--- config.mk ---
export PLATFORM = sky130hd
export DESIGN_NAME = uart_rx_param
export DESIGN_NICKNAME = d
export VERILOG_FILES = /design/src/rtl/uart_rx_param.sv
export SDC_FILE = /design/constraint.sdc
export NUM_CORES = 1
export LEC_CHECK = 0
export CAP_MARGIN = 10
export CORE_MARGIN = 5
export CORE_UTILIZATION = 52
export CTS_BUF_LIST = sky130_fd_sc_hd__clkbuf_4 sky130_fd_sc_hd__clkbuf_8 sky130_fd_sc_hd__clkbuf_16
export DETAILED_ROUTE_END_ITERATION = 8
export HOLD_SLACK_MARGIN = 0.02
export PLACE_DENSITY = 0.85
export SYNTH_ARGS = -nofsm -noshare
export SYNTH_HDL_FRONTEND = slang
export SYNTH_SLANG_ARGS = --single-unit
--- constraint.sdc ---
create_clock -name src_clk -period 1.9 [get_ports src_clk]
set_clock_uncertainty 0.05 [all_clocks]
set_input_delay 0.475 -clock src_clk [delete_from_list [all_inputs] [get_ports src_clk]]
set_output_delay 0.475 -clock src_clk [all_outputs]
set_load 0.1 [all_outputs]
--- src/rtl/uart_rx_param.sv ---
`default_nettype none
// ============================================================================
//  Module   : uart_rx_param
//  Purpose  : Parametrised oversampling UART receiver. It supports 5..9 data
//             bits sent LSB first, four selectable baud rates, and optional
//             even or odd parity. It detects framing, parity and overrun
//             errors. Received words are handed out through a valid/ready
//             output handshake.
//  Options  : define UART_RX_MAJORITY_EN to take each bit decision as the
//             2-of-3 majority of the samples around the mid-bit point
//             (decision one tick later). When undefined, each bit is decided
//             from a single mid-bit sample.
//  Ports    : src_clk    - system clock, rising edge
//             rst        - asynchronous active-high reset
//             rx         - serial input, idle high, asynchronous
//             baud_sel   - tick divider select (DIV0..DIV3), latched per frame
//             parity_en  - parity bit expected after data, latched per frame
//             parity_odd - 1 = odd parity, 0 = even, latched per frame
//             rx_data    - received word, stable while rx_valid
//             rx_valid   - rx_data / frame_err / parity_err valid
//             rx_ready   - consumer accepts word when rx_valid & rx_ready
//             frame_err  - stop bit sampled low (qualified by rx_valid)
//             parity_err - parity mismatch (qualified by rx_valid)
//             overrun    - sticky: a completed frame was dropped
//             clr_err    - one-cycle pulse clears overrun
//             busy       - receiver is inside a frame
//  Revision : 1.0 - initial release
// ============================================================================
module uart_rx_param #(
    parameter int DATA_BITS  = 8,
    parameter int OVERSAMPLE = 16,
    parameter int DIV0       = 326,
    parameter int DIV1       = 54,
    parameter int DIV2       = 27,
    parameter int DIV3       = 14
) (
    input  logic                 src_clk,
    input  logic                 rst,
    input  logic                 rx,
    input  logic [1:0]           baud_sel,
    input  logic                 parity_en,
    input  logic                 parity_odd,
    output logic [DATA_BITS-1:0] rx_data,
    output logic                 rx_valid,
    input  logic                 rx_ready,
    output logic                 frame_err,
    output logic                 parity_err,
    output logic                 overrun,
    input  logic                 clr_err,
    output logic                 busy
);

    // ------------------------------------------------------------------------
    // Constants
    // ------------------------------------------------------------------------
    localparam int c_DIV_MAX01 = (DIV0 > DIV1) ? DIV0 : DIV1;
    localparam int c_DIV_MAX23 = (DIV2 > DIV3) ? DIV2 : DIV3;
    localparam int c_DIV_MAX   = (c_DIV_MAX01 > c_DIV_MAX23) ? c_DIV_MAX01 : c_DIV_MAX23;
    localparam int c_DIV_W     = $clog2(c_DIV_MAX + 1);
    localparam int c_SMP_W     = $clog2(OVERSAMPLE);
    localparam int c_IDX_W     = $clog2(DATA_BITS);

    localparam logic [c_SMP_W-1:0] c_SMP_LAST = c_SMP_W'(OVERSAMPLE - 1);
`ifdef UART_RX_MAJORITY_EN
    // Start check is decided one tick after mid start bit, so every later
    // decision (one bit period apart) also lands one tick after its mid-bit.
    localparam logic [c_SMP_W-1:0] c_SMP_START = c_SMP_W'(OVERSAMPLE / 2);
`else
    localparam logic [c_SMP_W-1:0] c_SMP_START = c_SMP_W'(OVERSAMPLE / 2 - 1);
`endif
    localparam logic [c_IDX_W-1:0] c_IDX_LAST = c_IDX_W'(DATA_BITS - 1);

    localparam logic [2:0] c_ST_IDLE   = 3'd0;
    localparam logic [2:0] c_ST_START  = 3'd1;
    localparam logic [2:0] c_ST_DATA   = 3'd2;
    localparam logic [2:0] c_ST_PARITY = 3'd3;
    localparam logic [2:0] c_ST_STOP   = 3'd4;

    function automatic logic [c_DIV_W-1:0] f_div_m1(input logic [1:0] sel);
        case (sel)
            2'd0:    f_div_m1 = c_DIV_W'(DIV0 - 1);
            2'd1:    f_div_m1 = c_DIV_W'(DIV1 - 1);
            2'd2:    f_div_m1 = c_DIV_W'(DIV2 - 1);
            default: f_div_m1 = c_DIV_W'(DIV3 - 1);
        endcase
    endfunction

    // ------------------------------------------------------------------------
    // Signals
    // ------------------------------------------------------------------------
    logic                 r_sync1;
    logic                 r_rx_s;
    logic [2:0]           r_state;
    logic [2:0]           w_state_nxt;
    logic                 r_armed;
    logic [c_DIV_W-1:0]   r_tick_cnt;
    logic [c_SMP_W-1:0]   r_smp_cnt;
    logic [c_IDX_W-1:0]   r_bit_idx;
    logic [DATA_BITS-1:0] r_data_sh;
    logic [1:0]           r_sel;
    logic                 r_par_en;
    logic                 r_par_odd;
    logic                 r_perr;
    logic                 r_dlv;
    logic                 r_dlv_ferr;
    logic [DATA_BITS-1:0] r_rx_data;
    logic                 r_rx_valid;
    logic                 r_frame_err;
    logic                 r_parity_err;
    logic                 r_overrun;

    logic                 w_tick;
    logic                 w_mid_start;
    logic                 w_mid_bit;
    logic                 w_start_det;
    logic                 w_bit;
    logic                 w_accept;

    // ------------------------------------------------------------------------
    // Input synchronizer (idle-high reset so no false start after reset)
    // ------------------------------------------------------------------------
    always_ff @(posedge src_clk or posedge rst) begin
        if (rst) begin
            r_sync1 <= 1'b1;
            r_rx_s  <= 1'b1;
        end else begin
            r_sync1 <= rx;
            r_rx_s  <= r_sync1;
        end
    end

    // ------------------------------------------------------------------------
    // Tick / sample strobes
    // ------------------------------------------------------------------------
    assign w_tick      = (r_state != c_ST_IDLE) && (r_tick_cnt == '0);
    assign w_mid_start = w_tick && (r_smp_cnt == c_SMP_START);
    assign w_mid_bit   = w_tick && (r_smp_cnt == c_SMP_LAST);
    assign w_start_det = (r_state == c_ST_IDLE) && r_armed && !r_rx_s;

`ifdef UART_RX_MAJORITY_EN
    // Samples from the two previous ticks; combined with the current rx_s at
    // the decision tick they give the M-1, M, M+1 triplet.
    logic [1:0] r_hist;

    always_ff @(posedge src_clk or posedge rst) begin
        if (rst) begin
            r_hist <= 2'b11;
        end else if (w_tick) begin
            r_hist <= {r_hist[0], r_rx_s};
        end
    end

    assign w_bit = (r_hist[1] & r_hist[0]) | (r_hist[1] & r_rx_s) | (r_hist[0] & r_rx_s);
`else
    assign w_bit = r_rx_s;
`endif

    // ------------------------------------------------------------------------
    // FSM: state register and next-state logic
    // ------------------------------------------------------------------------
    always_ff @(posedge src_clk or posedge rst) begin
        if (rst) begin
            r_state <= c_ST_IDLE;
        end else begin
            r_state <= w_state_nxt;
        end
    end

    always_comb begin
        w_state_nxt = r_state;
        case (r_state)
            c_ST_IDLE: begin
                if (w_start_det) begin
                    w_state_nxt = c_ST_START;
                end
            end
            c_ST_START: begin
                if (w_mid_start) begin
                    w_state_nxt = w_bit ? c_ST_IDLE : c_ST_DATA;
                end
            end
            c_ST_DATA: begin
                if (w_mid_bit && (r_bit_idx == c_IDX_LAST)) begin
                    w_state_nxt = r_par_en ? c_ST_PARITY : c_ST_STOP;
                end
            end
            c_ST_PARITY: begin
                if (w_mid_bit) begin
                    w_state_nxt = c_ST_STOP;
                end
            end
            c_ST_STOP: begin
                // Back to IDLE at mid stop bit so a following start edge
                // is caught without waiting for the end of the stop bit.
                if (w_mid_bit) begin
                    w_state_nxt = c_ST_IDLE;
                end
            end
            default: w_state_nxt = c_ST_IDLE;
        endcase
    end

    // ------------------------------------------------------------------------
    // Frame datapath: counters, shift register, error capture
    // ------------------------------------------------------------------------
    always_ff @(posedge src_clk or posedge rst) begin
        if (rst) begin
            r_armed    <= 1'b1;
            r_tick_cnt <= '0;
            r_smp_cnt  <= '0;
            r_bit_idx  <= '0;
            r_data_sh  <= '0;
            r_sel      <= 2'd0;
            r_par_en   <= 1'b0;
            r_par_odd  <= 1'b0;
            r_perr     <= 1'b0;
            r_dlv      <= 1'b0;
            r_dlv_ferr <= 1'b0;
        end else begin
            r_dlv <= 1'b0;
            if (r_state == c_ST_IDLE) begin
                if (r_rx_s) begin
                    r_armed <= 1'b1;
                end
                if (w_start_det) begin
                    r_tick_cnt <= f_div_m1(baud_sel);
                    r_smp_cnt  <= '0;
                    r_bit_idx  <= '0;
                    r_sel      <= baud_sel;
                    r_par_en   <= parity_en;
                    r_par_odd  <= parity_odd;
                    r_perr     <= 1'b0;
                end
            end else begin
                if (w_tick) begin
                    r_tick_cnt <= f_div_m1(r_sel);
                    r_smp_cnt  <= (r_smp_cnt == c_SMP_LAST) ? '0 : r_smp_cnt + c_SMP_W'(1);
                end else begin
                    r_tick_cnt <= r_tick_cnt - c_DIV_W'(1);
                end

                case (r_state)
                    c_ST_START: begin
                        // Re-phase the sample counter to the mid start bit.
                        if (w_mid_start) begin
                            r_smp_cnt <= '0;
                        end
                    end
                    c_ST_DATA: begin
                        if (w_mid_bit) begin
                            r_data_sh[r_bit_idx] <= w_bit;
                            r_bit_idx            <= r_bit_idx + c_IDX_W'(1);
                        end
                    end
                    c_ST_PARITY: begin
                        if (w_mid_bit) begin
                            r_perr <= (^r_data_sh) ^ w_bit ^ r_par_odd;
                        end
                    end
                    c_ST_STOP: begin
                        if (w_mid_bit) begin
                            r_dlv      <= 1'b1;
                            r_dlv_ferr <= ~w_bit;
                            // A low stop bit may be a break: wait for the line
                            // to go high before accepting another start.
                            if (!w_bit) begin
                                r_armed <= 1'b0;
                            end
                        end
                    end
                    default: ;
                endcase
            end
        end
    end

    // ------------------------------------------------------------------------
    // Output register and handshake
    // ------------------------------------------------------------------------
    assign w_accept = r_dlv && (!r_rx_valid || rx_ready);

    always_ff @(posedge src_clk or posedge rst) begin
        if (rst) begin
            r_rx_data    <= '0;
            r_rx_valid   <= 1'b0;
            r_frame_err  <= 1'b0;
            r_parity_err <= 1'b0;
            r_overrun    <= 1'b0;
        end else begin
            if (w_accept) begin
                r_rx_data    <= r_data_sh;
                r_frame_err  <= r_dlv_ferr;
                r_parity_err <= r_perr;
                r_rx_valid   <= 1'b1;
            end else if (rx_ready) begin
                r_rx_valid <= 1'b0;
            end

            // Set has priority over clear.
            if (r_dlv && !w_accept) begin
                r_overrun <= 1'b1;
            end else if (clr_err) begin
                r_overrun <= 1'b0;
            end
        end
    end

    assign rx_data    = r_rx_data;
    assign rx_valid   = r_rx_valid;
    assign frame_err  = r_frame_err;
    assign parity_err = r_parity_err;
    assign overrun    = r_overrun;
    assign busy       = (r_state != c_ST_IDLE);

endmodule
`default_nettype wire

After elaboration in Yosys (flattened, before gate mapping) --
Cells that the tools add are included.
Cells by class: add/subtract/negate cells 3, $lt $le $gt $ge 2, equality and inequality tests 18, mux-type cells 42, bitwise operators 4, reduce and logical (&&, ||, !) cells 32
Operators by type and width (number):
- 9-bit one-hot mux with 3 select lines | 2
- 3-bit two-way mux | 10
- 9-bit two-way mux | 3
- 4-bit two-way mux | 6
- 1-bit two-way mux | 17
- 3-bit one-hot mux with 5 select lines | 1
- 2-bit inequality test, second input constant | 6
- 3-bit AND reduction | 4
- 2-bit nonzero test | 6
- 1-bit logical AND | 9
- 9-bit logical NOT | 1
- 9-bit by 1-bit subtractor with 9-bit output, second input constant | 1
- 8-bit bitwise mux | 1
- 8-bit parity | 1
- 3-bit by 2-bit == test with 1-bit output, second input constant | 2
- 3-bit == test, second input constant | 2
- 5-bit AND reduction | 1
- 4-bit by 1-bit adder with 4-bit output, second input constant | 1
- 2-bit by 1-bit == test with 1-bit output, second input constant | 2
- 2-bit == test, second input constant | 2
- 4-bit by 3-bit == test with 1-bit output, second input constant | 1
- 4-bit == test, second input constant | 1
- 2-bit logical NOT | 2
- 3-bit by 4-bit < comparator with 1-bit output, second input constant | 1
- 14 further kinds | 18
Storage, ports and cells: flip-flop bits (word level) 49, input bits 9, output and inout bits 13, logic and storage cells 120

Logic depth before layout (Yosys ltp) --
word-level depth 6, gate-level depth with buffers 7, depth with buffers taken out 6

Least setup slack after synthesis --
Ideal clock, no wire load.
path kind flip-flop to flip-flop, start register r_state[2], end register r_tick_cnt[1], setup time 0.194 ns, data arrival time 2.073 ns, data required time 1.656 ns, setup slack -0.417 ns, cell stages (with the launch flop) 7, path buffers 2, clock period less this slack 2.317 ns, cells stage by stage dfrtp_1 clkbuf_2 nor3_4 clkinv_1 clkbuf_1 a211oi_1 a31oi_1
Between the ends: longest elaborated chain between the ends 4, elaborated cells between the ends (all ways) 8, those cells by class eq/ne: 1; mux: 2; reduce/logical: 5
Ends and longest elaborated chain:
- from (decl) | line 93 | logic [2:0] r_state;
- from (signal assigned) | line 163 | r_state <= c_ST_IDLE;
- from (signal assigned) | line 165 | r_state <= w_state_nxt;
- 3-bit nonzero test
- via busy | line 50 | output logic busy
- 1-bit logical AND | line 135 | assign w_tick = (r_state != c_ST_IDLE) && (r_tick_cnt == '0);
- 9-bit two-way mux | line 235 | if (w_tick) begin
- 9-bit two-way mux | line 221 | if (r_state == c_ST_IDLE) begin
- to (signal assigned) | line 226 | r_tick_cnt <= f_div_m1(baud_sel);
- to (signal assigned) | line 236 | r_tick_cnt <= f_div_m1(r_sel);
- to (signal assigned) | line 239 | r_tick_cnt <= r_tick_cnt - c_DIV_W'(1);
- to (decl) | line 96 | logic [c_DIV_W-1:0] r_tick_cnt;
The timed path passes the listed nets, and every way through them passes these cells. A chain may end at the register's enable or synchronous reset.

Worst setup path in the final report --
start register r_tick_cnt[1], end register r_data_sh[1]
Between the ends: longest elaborated chain between the ends 4
Ends and longest elaborated chain:
- 9-bit logical NOT | line 135
- 1-bit logical AND | line 135
- 1-bit logical AND | line 137 | assign w_mid_bit = w_tick && (r_smp_cnt == c_SMP_LAST);
- 3-bit AND reduction (no source line)
- to (signal, indexed assignment) | line 251 | r_data_sh[r_bit_idx] <= w_bit;
- to (decl) | line 99 | logic [DATA_BITS-1:0] r_data_sh;
No other way between the ends.

==> reports/summary.txt <==
status = complete, but fails checks
violated checks = setup timing
H-Tree Depth = 2
clock slew at reported path FFs = 0.10 ns
Final nets = 374
Vias = 2658
Die H = 83.4 um
Synth top cells by count = dfrtp_1, nand2_1, nand3_1
logic gate share of total power = 53.1%
number of clock sinks seen by CTS = 49
Core ar. = 5170 um2
Synth top area share = 41.1%
Power Internal = 2.79 mW
Crit path required time = 2.05 ns
Yosys cell types = 54
layout cells sized above 1 = 41.8%
number of enable flip-flop cells after synthesis = 0
final worst-path cycle share = 118%
WS Path Type = reg -> reg
Initial Utilization = 54.1%
mean post-synth cell area = 10.2 um2
synthesized cell area = 2800 um2
Synth async-reset ratio = 100%
gr ovfl total = 0
final setup fails = 24
Placer Congestion = 0.900
first-pass GRT wire length = 12300 um
WP data arrival = 2.40 ns
Yosys Warn Count = 0
DR vias/cell = 6.30
Port-buffer cells = 21
Clock Latency Late Sink = 0.31 ns
cts hold-fix bufs = 0
drt total wl = 8880 um
# rows = 26
Post-DRT Antenna Nets = 0
pwr/cell area = 1180 nW/um2
Final Hold Fails = 0
clock buffer depth = 2
flops & latches, synth = 49
Worst Hold Class = reg -> reg
root buffer cell = clkbuf_8
placed cell areas = 3500 um2
Startpoint Class = flip-flop
CP endpoint kind = flip-flop
DR iter-0 viols = 252
FMAX = 444 MHz
Max Cap Violations = 0
DR pass1 iterations = 5
Seq/Total Area, Yosys = 43.9%
number of placed I/O pins = 22
CTS buffer count = 5
worst hold slack = 0.312 ns
switching power of the nets = 1.94 mW
switching share of power = 41.0%
design area = 4000 um2
area grow syn2layout = 42.9%
# DRC = 0
Die Wd = 83.4 um
initial antenna violation count = 0
Tot GR Track Use = 21.7%
fin crit period = 2.25 ns
worst vdd ir = 0.897 mV
Static Leak = 1.83 nW
Antenna Cells = 0
unrepaired setup endpoints after global routing = true
critical path fanouts, max = 5
vias in the first global route = 2471
Tightest Pin Transition = 0.477 ns
Avg WL per Cell = 21.0 um
DPL Wire Length = 4930 um
fin. max-slew vios = 0
CTS tree = yes
die area = 6950 um2
Synth area leaders = dfrtp_1, ha_1, mux2_2, nand2_1, nand3_1
Mapped Nets = 297
Synth area leader = dfrtp_1
cell with the most instances after synthesis = dfrtp_1
Flop pwr share = 30.3%
worst setup slack after layout = -0.350 ns
ys flop type = dfrtp_1
clock share of power = 16.6%
Worst slew margin = 67.9%
largest net degree at the start of global routing = 50
post-synthesis cell count = 274
[registers in the layout, summed over array words and instances, names as in the netlist]
register    cells
r_par_en        1
r_dlv_ferr      1
r_bit_idx       3
r_par_odd       1
rx_valid        1
r_rx_s          1
r_sel           2
frame_err       1
r_data_sh       8
rx_data         8
parity_err      1
r_smp_cnt       4
r_state         3
r_tick_cnt      9
r_perr          1
r_dlv           1
overrun         1
r_armed         1
r_sync1         1
[what timing repair did]
| action | in CTS | in global routing |
|---|---|---|
| setup endpoints to repair | 15 | 25 |
| resized for setup | 25 | 30 |
| buffers inserted | 9 | 17 |
| pin swaps | 10 | 18 |
[layout make-up]
class | instances | area (um2)
Sequential cell | 49 | 1230
Timing Repair Buffer | 83 | 866
Clock buffer | 6 | 76.3
Multi-Input combinational cell | 197 | 1640
Tap cell | 70 | 87.6
Fill cell | 297 | 1170
Inverter | 15 | 56.3
Clock inverter | 2 | 38.8
[logic make-up (layout without fill, tap and decap cells)]
kind of cell	Yosys count	count (layout)	share of synthesized area, %
simple gates	106	106	22.8
fa+ha+maj	14	14	6.26
mux	21	21	8.36
compound gates	48	48	11.6
xor+xnor	8	8	3.00
buf+inv	28	106	4.11
flops	49	49	43.9
[critical path, cell delays in order, from the launching register on]
cell	delay, ns
dfrtp_1	0.41
inv_2	0.10
ha_4	0.15
buf_6	0.09
nor4b_4	0.32
nand4_4	0.27
nor4b_4	0.39
mux2_4	0.33
[per-stage QoR]
stage               utilization (%)  TNS, ns  total power [mW]  setup WS (ns)  instances
finish                         77.3    -3.37              4.73         -0.350        422
global placement               67.8   -0.114              3.15        -0.0869        390
floorplan                         -   -0.251              2.51        -0.0862        274
detailed placement             67.8   -0.815              3.20         -0.161        390
CTS                            73.1   -0.661              4.15         -0.132        407
global route                   77.3    -4.68              4.92         -0.357        422
[metal layers]
| metal | up-vias | global-route usage, % | part of all wire [%] |
|---|---|---|---|
| li1 | 1141 | - | - |
| met4 | 0 | 9.66 | 6.0 |
| met5 | - | 0 | 0 |
| met1 | 1281 | 26.3 | 38 |
| met2 | 181 | 38.1 | 49 |
| met3 | 55 | 2.87 | 7.1 |
[final timing paths]
path,end,from,slack [ns],depth (start not counted)
worst max-delay path,r_data_sh[1]$_DFFE_PP0P_,r_tick_cnt[1]$_DFFE_PP0P_,-0.35,7
worst min-delay path,r_rx_s$_DFF_PP1_,r_sync1$_DFF_PP1_,0.31,0
worst max register to register,r_data_sh[1]$_DFFE_PP0P_,r_tick_cnt[1]$_DFFE_PP0P_,-0.35,7
worst min register to register,r_rx_s$_DFF_PP1_,r_sync1$_DFF_PP1_,0.31,0
max in group asynchronous,r_rx_s$_DFF_PP1_,rst,1.05,3
min in group asynchronous,r_bit_idx[1]$_DFFE_PP0P_,rst,0.47,3
[power by group through the flow]
stage | combinational, mW | sequential [mW] | clock, mW
after global placement | 1.74 | 1.40 | 0
after CTS | 1.96 | 1.40 | 0.784
final | 2.51 | 1.43 | 0.785
after floorplan | 1.13 | 1.38 | 0
after global routing | 2.65 | 1.44 | 0.829
after detailed placement | 1.79 | 1.41 | 0
[cells in the final DEF, fill, tap and decap left out, drive strengths merged, types with 2 or more instances in the layout]
| cell | count |
|---|---|
| mux2 | 19 |
| clkbuf | 6 |
| nand2 | 31 |
| nor3b | 3 |
| dfrtp | 46 |
| o22a | 2 |
| and3 | 2 |
| clkdlybuf4s50 | 8 |
| o21ai | 15 |
| nor2b | 4 |
| nand4b | 2 |
| inv | 15 |
| nand3 | 17 |
| buf | 75 |
| o211ai | 7 |
| a21oi | 7 |
| dfstp | 3 |
| nand2b | 4 |
| nor3 | 5 |
| nand4 | 7 |
| mux2i | 2 |
| nor2 | 13 |
| or3 | 2 |
| ha | 14 |
| xnor2 | 6 |
| nor4b | 6 |
| nor4 | 4 |
| o31ai | 3 |
| a31oi | 6 |
Power figures use the tool's default switching activity.
